===== src/rtl/bcd_date_counter.sv =====
// Calendar date register (day, month, 4-digit year, all BCD) advanced one day per day_tick.
// Uses the external leap-year flag LY to size February.
module bcd_date_counter #(
  parameter logic [15:0] RST_YEAR  = 16'h2000,
  parameter logic [7:0]  RST_MONTH = 8'h01,
  parameter logic [7:0]  RST_DAY   = 8'h01
) (
  input  logic        clk,
  input  logic        rst,
  input  logic        day_tick,
  input  logic        load,
  input  logic [7:0]  ld_day,
  input  logic [7:0]  ld_month,
  input  logic [15:0] ld_year,
  input  logic        LY,
  output logic [3:0]  Ym,
  output logic [3:0]  Yh,
  output logic [3:0]  Yt,
  output logic [3:0]  Yo,
  output logic [7:0]  month,
  output logic [7:0]  day,
  output logic        month_end,
  output logic        year_end
);

  logic [7:0]  day_q, day_d;
  logic [7:0]  month_q, month_d;
  logic [15:0] year_q, year_d;
  logic        monthEnd_q, monthEnd_d;
  logic        yearEnd_q, yearEnd_d;
  logic [7:0]  lastDay;

  // Returns {carry, digit}; any digit of 9 or above wraps to 0 with a carry.
  function automatic logic [4:0] incDigit(input logic [3:0] d);
    logic [4:0] r;
    if (d >= 4'd9) r = 5'b1_0000;
    else           r = {1'b0, d + 4'd1};
    return r;
  endfunction

  function automatic logic [7:0] incBcd8(input logic [7:0] v);
    logic [4:0] lo;
    logic [4:0] hi;
    lo = incDigit(v[3:0]);
    hi = incDigit(v[7:4]);
    return {lo[4] ? hi[3:0] : v[7:4], lo[3:0]};
  endfunction

  function automatic logic [15:0] incBcd16(input logic [15:0] v);
    logic [15:0] r;
    logic        carry;
    logic [4:0]  dg;
    r     = v;
    carry = 1'b1;
    for (int i = 0; i < 4; i++) begin
      if (carry) begin
        dg           = incDigit(v[i*4 +: 4]);
        r[i*4 +: 4]  = dg[3:0];
        carry        = dg[4];
      end
    end
    return r;
  endfunction

  always_comb begin
    lastDay = 8'h31;
    case (month_q)
      8'h04, 8'h06, 8'h09, 8'h11: lastDay = 8'h30;
      8'h02:                      lastDay = LY ? 8'h29 : 8'h28;
      default:                    lastDay = 8'h31;
    endcase
  end

  // The >= compares make out-of-range loaded dates roll over on the next tick.
  always_comb begin
    day_d      = day_q;
    month_d    = month_q;
    year_d     = year_q;
    monthEnd_d = 1'b0;
    yearEnd_d  = 1'b0;
    if (load) begin
      day_d   = ld_day;
      month_d = ld_month;
      year_d  = ld_year;
    end else if (day_tick) begin
      if (day_q < lastDay) begin
        day_d = incBcd8(day_q);
      end else begin
        day_d      = 8'h01;
        monthEnd_d = 1'b1;
        if (month_q >= 8'h12) begin
          month_d   = 8'h01;
          yearEnd_d = 1'b1;
          year_d    = incBcd16(year_q);
        end else begin
          month_d = incBcd8(month_q);
        end
      end
    end
  end

  always_ff @(posedge clk or posedge rst) begin
    if (rst) begin
      day_q      <= RST_DAY;
      month_q    <= RST_MONTH;
      year_q     <= RST_YEAR;
      monthEnd_q <= 1'b0;
      yearEnd_q  <= 1'b0;
    end else begin
      day_q      <= day_d;
      month_q    <= month_d;
      year_q     <= year_d;
      monthEnd_q <= monthEnd_d;
      yearEnd_q  <= yearEnd_d;
    end
  end

  assign Ym        = year_q[15:12];
  assign Yh        = year_q[11:8];
  assign Yt        = year_q[7:4];
  assign Yo        = year_q[3:0];
  assign month     = month_q;
  assign day       = day_q;
  assign month_end = monthEnd_q;
  assign year_end  = yearEnd_q;

endmodule


===== config.mk =====
export PLATFORM = sky130hd
export DESIGN_NAME = bcd_date_counter
export DESIGN_NICKNAME = d
export VERILOG_FILES = /design/src/rtl/bcd_date_counter.sv
export SDC_FILE = /design/constraint.sdc
export NUM_CORES = 1
export LEC_CHECK = 0
export BUFFER_PORTS_ARGS = -buffer_cell sky130_fd_sc_hd__buf_2
export CAP_MARGIN = 20
export CORE_MARGIN = 1
export CORE_UTILIZATION = 30
export CTS_BUF_LIST = sky130_fd_sc_hd__clkbuf_4 sky130_fd_sc_hd__clkbuf_8 sky130_fd_sc_hd__clkbuf_16
export CTS_CLUSTER_SIZE = 16
export DETAILED_ROUTE_END_ITERATION = 8
export PLACE_DENSITY = 0.56
export SYNTH_ARGS = -nofsm -noshare
export SYNTH_HDL_FRONTEND = slang
export SYNTH_SLANG_ARGS = --single-unit

===== constraint.sdc =====
create_clock -name clk -period 4.4 [get_ports clk]
set_clock_uncertainty 0.1 [all_clocks]
set_input_delay 0.88 -clock clk [delete_from_list [all_inputs] [get_ports clk]]
set_output_delay 0.88 -clock clk [all_outputs]
set_load 0.1 [all_outputs]

# Word-level counts from Yosys, hierarchy flattened
# Cells that the tools add are included.
[classes]
add_sub_neg = 8
n_lt_le_gt_ge = 10
eq_ne = 7
mux = 54
reduce_logical = 14
[ops]
columns = ["op", "n"]
rows = [
  ["$mux W16", 4],
  ["$mux W5", 12],
  ["$mux W8", 7],
  ["$add A4 B1 Y4 const B", 8],
  ["$ge A4 B4 Y1 const B", 8],
  ["$mux W4", 8],
  ["$mux W1", 22],
  ["$eq A8 B3 Y1 const B", 2],
  ["$reduce_and A4 Y1", 3],
  ["$pmux W5 S2", 1],
  ["$reduce_bool A2 Y1", 5],
  ["$eq A8 B2 Y1 const B", 1],
  ["$eq A8 B4 Y1 const B", 1],
  ["$eq A8 B5 Y1 const B", 1],
  ["$ge A8 B5 Y1 const B", 1],
  ["$lt A8 B8 Y1", 1],
  ["$reduce_and A3 Y1", 2],
  ["$reduce_and A2 Y1", 2],
  ["$reduce_or A4 Y1", 1],
  ["$ne A3 B2 Y1 const B", 1],
  ["$reduce_bool A3 Y1", 1],
  ["$ne A2 B2 Y1 const B", 1],
]
[totals]
regBits = 34
inputBits = 37
out_inout_bits = 34
wordCells = 103

# Depth between registers and ports, before layout
# Gate-level depths: netlist of run 1.
[depth]
ltp_word = 22
ltp_mapped = 13
ltp_nobuf = 12

# Worst setup path after synthesis of run 1
# No wires, ideal clock.
[synth_path]
path_type = "register to register"
startpoint = "register month_q[5], in the netlist month[5]"
endpoint = "register year_q[12]"
t_arrival_ps = 3307
slack_ps = 863
path_stages_with_launch = 14
cell_sequence = "dfrtp_1 > inv_1 > ha_1 > and3_2 > inv_1 > nor2_1 > ha_1 > o211ai_1 > o21ai_0 > and2_1 > a211oi_4 > or4_1 > buf_2 > mux2i_1"
[synth_via]
elab_chain_cells = 6
[synth_lines]
columns = ["element", "line", "rtl"]
rows = [
  ["from (decl)", "27", "logic [7:0] month_q, month_d;"],
  ["from (signal assigned)", "111", "month_q <= month_d;"],
  ["$eq A8 B3 Y1 (tied with other cells)", "67", "case (month_q)"],
  ["$reduce_or A4 Y1", "67", ""],
  ["$pmux W5 S2", "67", ""],
  ["$lt A8 B8 Y1", "86", "if (day_q < lastDay) begin"],
  ["$ne A2 B2 Y1 (no source line)", "-", ""],
  ["$reduce_and A4 Y1 (no source line) (*)", "-", ""],
  ["to (signal assigned)", "112", "year_q <= year_d;"],
  ["to (decl)", "28", "logic [15:0] year_q, year_d;"],
]
# Every way passes the cells marked *; elsewhere a longest branch is shown, timed or not.
# A chain may end at the register's enable or synchronous reset.

# Final worst setup path of run 1
[layout_path]
startpoint = "register month_q[0], in the netlist month[0]"
endpoint = "register year_q[8]"
# The elaborated chain is that of the path after synthesis.

==> results of run 1 <==
==> worst register-to-register path, cell delays in order (launching register included) <==
cell      delay (ps)
dfstp_2          570
inv_1            100
ha_1             260
and3_2           200
inv_1             70
nor2_1            50
ha_1             170
a211oi_1         220
o21ai_0          160
and2_1           230
a211oi_4         430
buf_4            250
or3_1            190
mux2_2           350
==> worst paths after layout <==
path | start | end | slack (ps) | depth (start not counted)
worst max-delay path | month[0] | year_q[8] | 950 | 13
worst min-delay path | rst | year_end | 460 | 2
worst max register to register | month[0] | year_q[8] | 950 | 13
worst min register to register | day[7] | day[7] | 470 | 1
max in group asynchronous | rst | month[0] | 3000 | 3
min in group clk | day[7] | day[7] | 470 | 1
==> flip-flops by register name (all words and copies together), names as in the netlist <==
signal	flops
year_end	1
year_q	16
month	8
day	8
month_end	1
==> per-stage QoR <==
step                total power, mW  setup WS, ps  hold WS (ps)  instance area (um^2)   util
floorplan                      1.41           863           669                  2440      -
global placement               1.61          1080           446                  2890  0.371
detailed placement             1.62           955           447                  2890  0.371
CTS                            1.98           943           464                  3030  0.388
global route                   2.08           729           491                  3030  0.388
finish                         1.97           950           465                  3030  0.388
==> metal layers <==
layer,up-vias,global-route usage,wire [um]
met5,-,0,0
met4,0,0.0391,63
met3,7,0.0439,393
met2,63,0.249,2980
met1,1111,0.219,3140
li1,1135,-,-
==> cell usage in the layout (no fill, tap or decap), types with 3 or more instances in the layout <==
master    netlist  routed
a21o_1          4       4
a21oi_1        14      14
a22o_1          3       3
a22oi_1         6       6
a32oi_1         6       6
a41oi_1         4       4
and2_1          3       3
buf_2           3      70
buf_4           0       3
clkbuf_8        0       5
dfrtp_1        31      31
dfstp_2         3       3
ha_1           27      27
inv_1          28      28
mux2i_1         4       4
nand2_1        16      16
nand2b_1        3       3
nand3_1         5       5
nand4b_1        3       3
nor2_1         16      16
nor3_1          7       7
o211ai_1        7       7
o21ai_0        20      20
o311ai_0        4       4
o31ai_1         5       5
or3_1           3       3
or3b_2          3       3
==> where the power goes <==
part	internal, mW	switching [mW]	leakage (nW)
clock	0.227	0.129	0.0683
combinational	0.230	0.870	0.985
sequential	0.399	0.114	0.418
total	0.856	1.11	1.47
==> logic make-up (layout without fill, tap and decap cells) <==
family,Yosys count,in the layout,share of synthesized area
AND/OR/NAND/NOR,74,74,0.163
multiplexers,5,5,0.0210
buffers and inverters,39,109,0.0616
flip-flops,34,34,0.350
AO/OA/AOI/OAI,90,90,0.266
adder cells (fa/ha/maj),27,27,0.139
==> layout make-up <==
cell class / instances / area (um^2)
Clock buffer: 5 / 68.8
Tap cell: 102 / 128
Inverter: 28 / 105
Fill cell: 807 / 4780
Clock inverter: 3 / 68.8
Timing Repair Buffer: 73 / 373
Sequential cell: 34 / 855
Multi-Input combinational cell: 196 / 1430
==> flow_metrics.tcl, run 1 <==
set metrics [dict create \
    remaining_drc_errors 0 \
    avgSynthCellArea_um2 9.07 \
    die_area_mm2 0.00849 \
    ys_warn_count 0 \
    grt_pass1_vias 2120 \
    netlist-cell-type-count 52 \
    post_cts_resized 0 \
    antenna_found_initial 0 \
    crit_required_ps 4480 \
    grt_pass1_wl_um 10800 \
    wl_per_cell_um 14.9 \
    p_per_area_mw_per_mm2 649 \
    ys.flop_type "dfrtp_1" \
    place_inst 433 \
    ios 71 \
    synthArstFlopShare 1.00 \
    rows 32 \
    drive_above_1_share 0.277 \
    cts_tree "built" \
    setup_viol 0 \
    slew_headroom 0.480 \
    gp_congestion 0.803 \
    post-cts-setup-buffer-count 0 \
    vias 2316 \
    status "finished, final reports clean" \
    synth_top_area_cell "dfrtp_1" \
    grt_overflow 0 \
    slowest_stage "dfstp_2" \
    path_clk_slew_ps 80 \
    clockBufferDepth 2 \
    slowest_delay_ps 570 \
    hold_class "in2async" \
    synth_nets 333 \
    final_nets 402 \
    grtUsageTotal 0.160 \
    insertion_delay_ps 290 \
    synthTopCellsByCount "31 x dfrtp_1, 28 x inv_1, 27 x ha_1, 20 x o21ai_0" \
    final_max_slew_viol_count 0 \
    path_cells "inv_1 > ha_1 > and3_2 > inv_1 > nor2_1 > ha_1 > a211oi_1 > o21ai_0 > and2_1 > a211oi_4 > buf_4 > or3_1 > mux2_2" \
    synth_edf_count 0 \
    ctsHoldBuffers 0 \
    htreeDepth 2 \
    maxCapViolations 0 \
    period_share 0.784 \
    numCtsBuffers 5 \
    finalWirelength_um 6580 \
    clock-sinks 34 \
    synth_top_area_share 0.318 \
    finalHoldViolations 0 \
    period_minus_slack_ps 3450 \
    n_antenna_cell 0 \
    die_x_um 92.2 \
    grt_max_degree 38 \
    syn_area_mm2 0.00244 \
    ir_worst_vdd_mv 0.441 \
    hpwl_um 4870 \
    core_area_mm2 0.00781 \
    io_buffers 70 \
    end_kind "flop" \
    vias_per_cell 5.25 \
    total_leakage_power_nw 1.47 \
    synthCells 269 \
    worstPathMaxFanout 9 \
    final.setup.tns_ps 0 \
    critPathBufInv 3 \
    syn_to_final_growth_pct 24.3 \
    path_class "reg2reg" \
    tightest_slew_ps 780 \
    synth_area_leaders "dfrtp_1 32%, ha_1 14%, inv_1 4.3%" \
    grt_setup_unrepaired "false" \
    drtIter0Drc 125 \
    cp.arrival_ps 3530 \
    fin_cells 441 \
    clock.fmax_mhz 290 \
    yosysMostFrequentCell "dfrtp_1" \
    critPathTopFamily "compound AO/OA/AOI/OAI gates" \
    cts_root_buf "clkbuf_8" \
    drtPass1Iterations 4 \
    die_h_um 92.2 \
    ant_nets 0 \
    start_util 0.312 \
    critPathLaunchType "flop" \
    ys_seq_area_frac 0.350 \
    ys_ff_latch 34 \
]
Power figures use the tool's default switching activity.
==> inputs of run 2 (changes only) <==
- clock period: 4.4 -> 3.2 ns (I/O delays scaled with it)
==> flow_metrics.tcl, run 2 (synthesized netlist as in run 1, its figures left out) <==
set metrics [dict create \
    internal-power_mw 1.05 \
    finalWirelength_um 6700 \
    hpwl_um 5080 \
    critPathLaunchType "flop" \
    finalHoldViolations 0 \
    p_per_area_mw_per_mm2 837 \
    post-cts-setup-buffer-count 0 \
    vias 2341 \
    pwr-share-seq 0.275 \
    insertion_delay_ps 290 \
    path_clk_slew_ps 70 \
    layout_common_cells "70 x buf_2, 26 x inv_1, 26 x ha_1, 24 x dfrtp_1, 19 x o21ai_0" \
    final_max_slew_viol_count 0 \
    maxCapViolations 0 \
    swShare 0.592 \
    post-route-util 0.396 \
    die_x_um 92.2 \
    grt_max_degree 30 \
    drive_above_1_share 0.328 \
    antenna_found_initial 0 \
    use_met3 0.0307 \
    grt_setup_unrepaired "false" \
    syn_to_final_growth_pct 26.6 \
    crit_required_ps 3270 \
    largest_reg_flops 16 \
    start_util 0.312 \
    clock.fmax_mhz 331 \
    ant_nets 0 \
    gr-usage-met1 0.225 \
    setup_viol 0 \
    period_minus_slack_ps 3020 \
    holdWs_ps 249 \
    ir_worst_vdd_mv 0.386 \
    combPwrFrac 0.599 \
    met2_usage 0.257 \
    ctsHoldBuffers 0 \
    layout_commonest_cell "buf_2" \
    core_area_mm2 0.00781 \
    wl_per_cell_um 15.0 \
    regMostFlops "year_q" \
    cts_tree "built" \
    grtUsageTotal 0.164 \
    path_class "reg2reg" \
    grt_overflow 0 \
    post_cts_resized 0 \
    vias_per_cell 5.25 \
    die_h_um 92.2 \
    numCtsBuffers 5 \
    status "finished, final reports clean" \
    cts_root_buf "clkbuf_8" \
    io_buffers 70 \
    nFillCells 830 \
    clockBufferDepth 2 \
    cp.arrival_ps 3100 \
    period_share 0.945 \
    htreeDepth 2 \
    regArea_um2 870 \
    remaining_drc_errors 0 \
    grt_pass1_vias 2285 \
    worstPathMaxFanout 6 \
    die_area_mm2 0.00849 \
    power.switching_mw 1.53 \
    slew_headroom 0.525 \
    tightest_slew_ps 706 \
    final.setup.tns_ps 0 \
    ios 71 \
    hold_class "in2async" \
    drtIter0Drc 91 \
    rows 32 \
    grt_busiest_layer "met2" \
    clock-sinks 34 \
    multi_input_area_mm2 0.00147 \
    end_kind "flop" \
    grt_pass1_wl_um 11000 \
    total_leakage_power_nw 1.48 \
    pwr-share-clk 0.126 \
    drtPass1Iterations 4 \
    n_antenna_cell 0 \
    gp_congestion 0.783 \
    final_nets 407 \
]
run 2: cell types whose count changed in the layout (fill, tap and decap cells not counted), sizes merged:
cell | before | now
buf | 73 | 78
clkinv | 1 | 2
clkbuf | 5 | 6
bufinv | 2 | 0
run 2: worst paths after layout:
path	end	startpoint	slack (ps)	cells after the start
worst max-delay path	year_q[12]	month[0]	180	12
worst min-delay path	year_q[0]	rst	250	2
worst max register to register	year_q[12]	month[0]	180	12
worst min register to register	year_q[13]	year_q[13]	470	2
max in group asynchronous	year_q[13]	rst	2220	3
min in group clk	day[6]	ld_day[6]	460	3
run 2: through the flow:
| step | cell area [um^2] | total power, mW | std cells | setup slack [ps] |
|---|---|---|---|---|
| 6_report | 3090 | 2.58 | 446 | 177 |
| 5_1_grt | 3090 | 2.74 | 446 | 36.1 |
| 4_1_cts | 3040 | 2.59 | 445 | 84.5 |
| 3_5_place_dp | 2960 | 2.26 | 437 | 137 |
| 3_3_place_gp | 2960 | 2.24 | 437 | 184 |
| 2_1_floorplan | 2470 | 1.95 | 269 | 11.8 |
run 2: power by group through the flow:
| stage | Clock (mW) | Sequential [mW] | Combinational, mW |
|---|---|---|---|
| after floorplan | 0 | 1.50 | 0.452 |
| after global placement | 0 | 0.715 | 1.53 |
| after detailed placement | 0 | 0.717 | 1.54 |
| after CTS | 0.334 | 0.710 | 1.54 |
| after global routing | 0.351 | 0.733 | 1.66 |
| final | 0.325 | 0.711 | 1.55 |
run 2: metal layers:
metal	routed length, um	share of wire
met1	3160	0.47
met2	3190	0.48
met3	232	0.035
met4	121	0.018
met5	0	0
run 2: layout make-up:
| class | instances | share of cell area |
|---|---|---|
| well taps | 102 | 0.0413 |
| flip-flops and latches | 34 | 0.282 |
| repair buffers | 78 | 0.139 |
| clock inverters | 2 | 0.00324 |
| clock buffers | 6 | 0.0247 |
| multi-input cells | 196 | 0.475 |
| inverters | 28 | 0.0348 |
run 2: worst max-delay path, cell delays in order (launching register included):
cell and delay, ps:
dfstp_4 660, inv_4 50, ha_4 160, and3_2 190, inv_2 60, nor2_1 40, ha_1 260, o211ai_1 100
a41oi_1 240, and2_4 220, a211oi_4 90, or4_4 590, mux2i_1 140
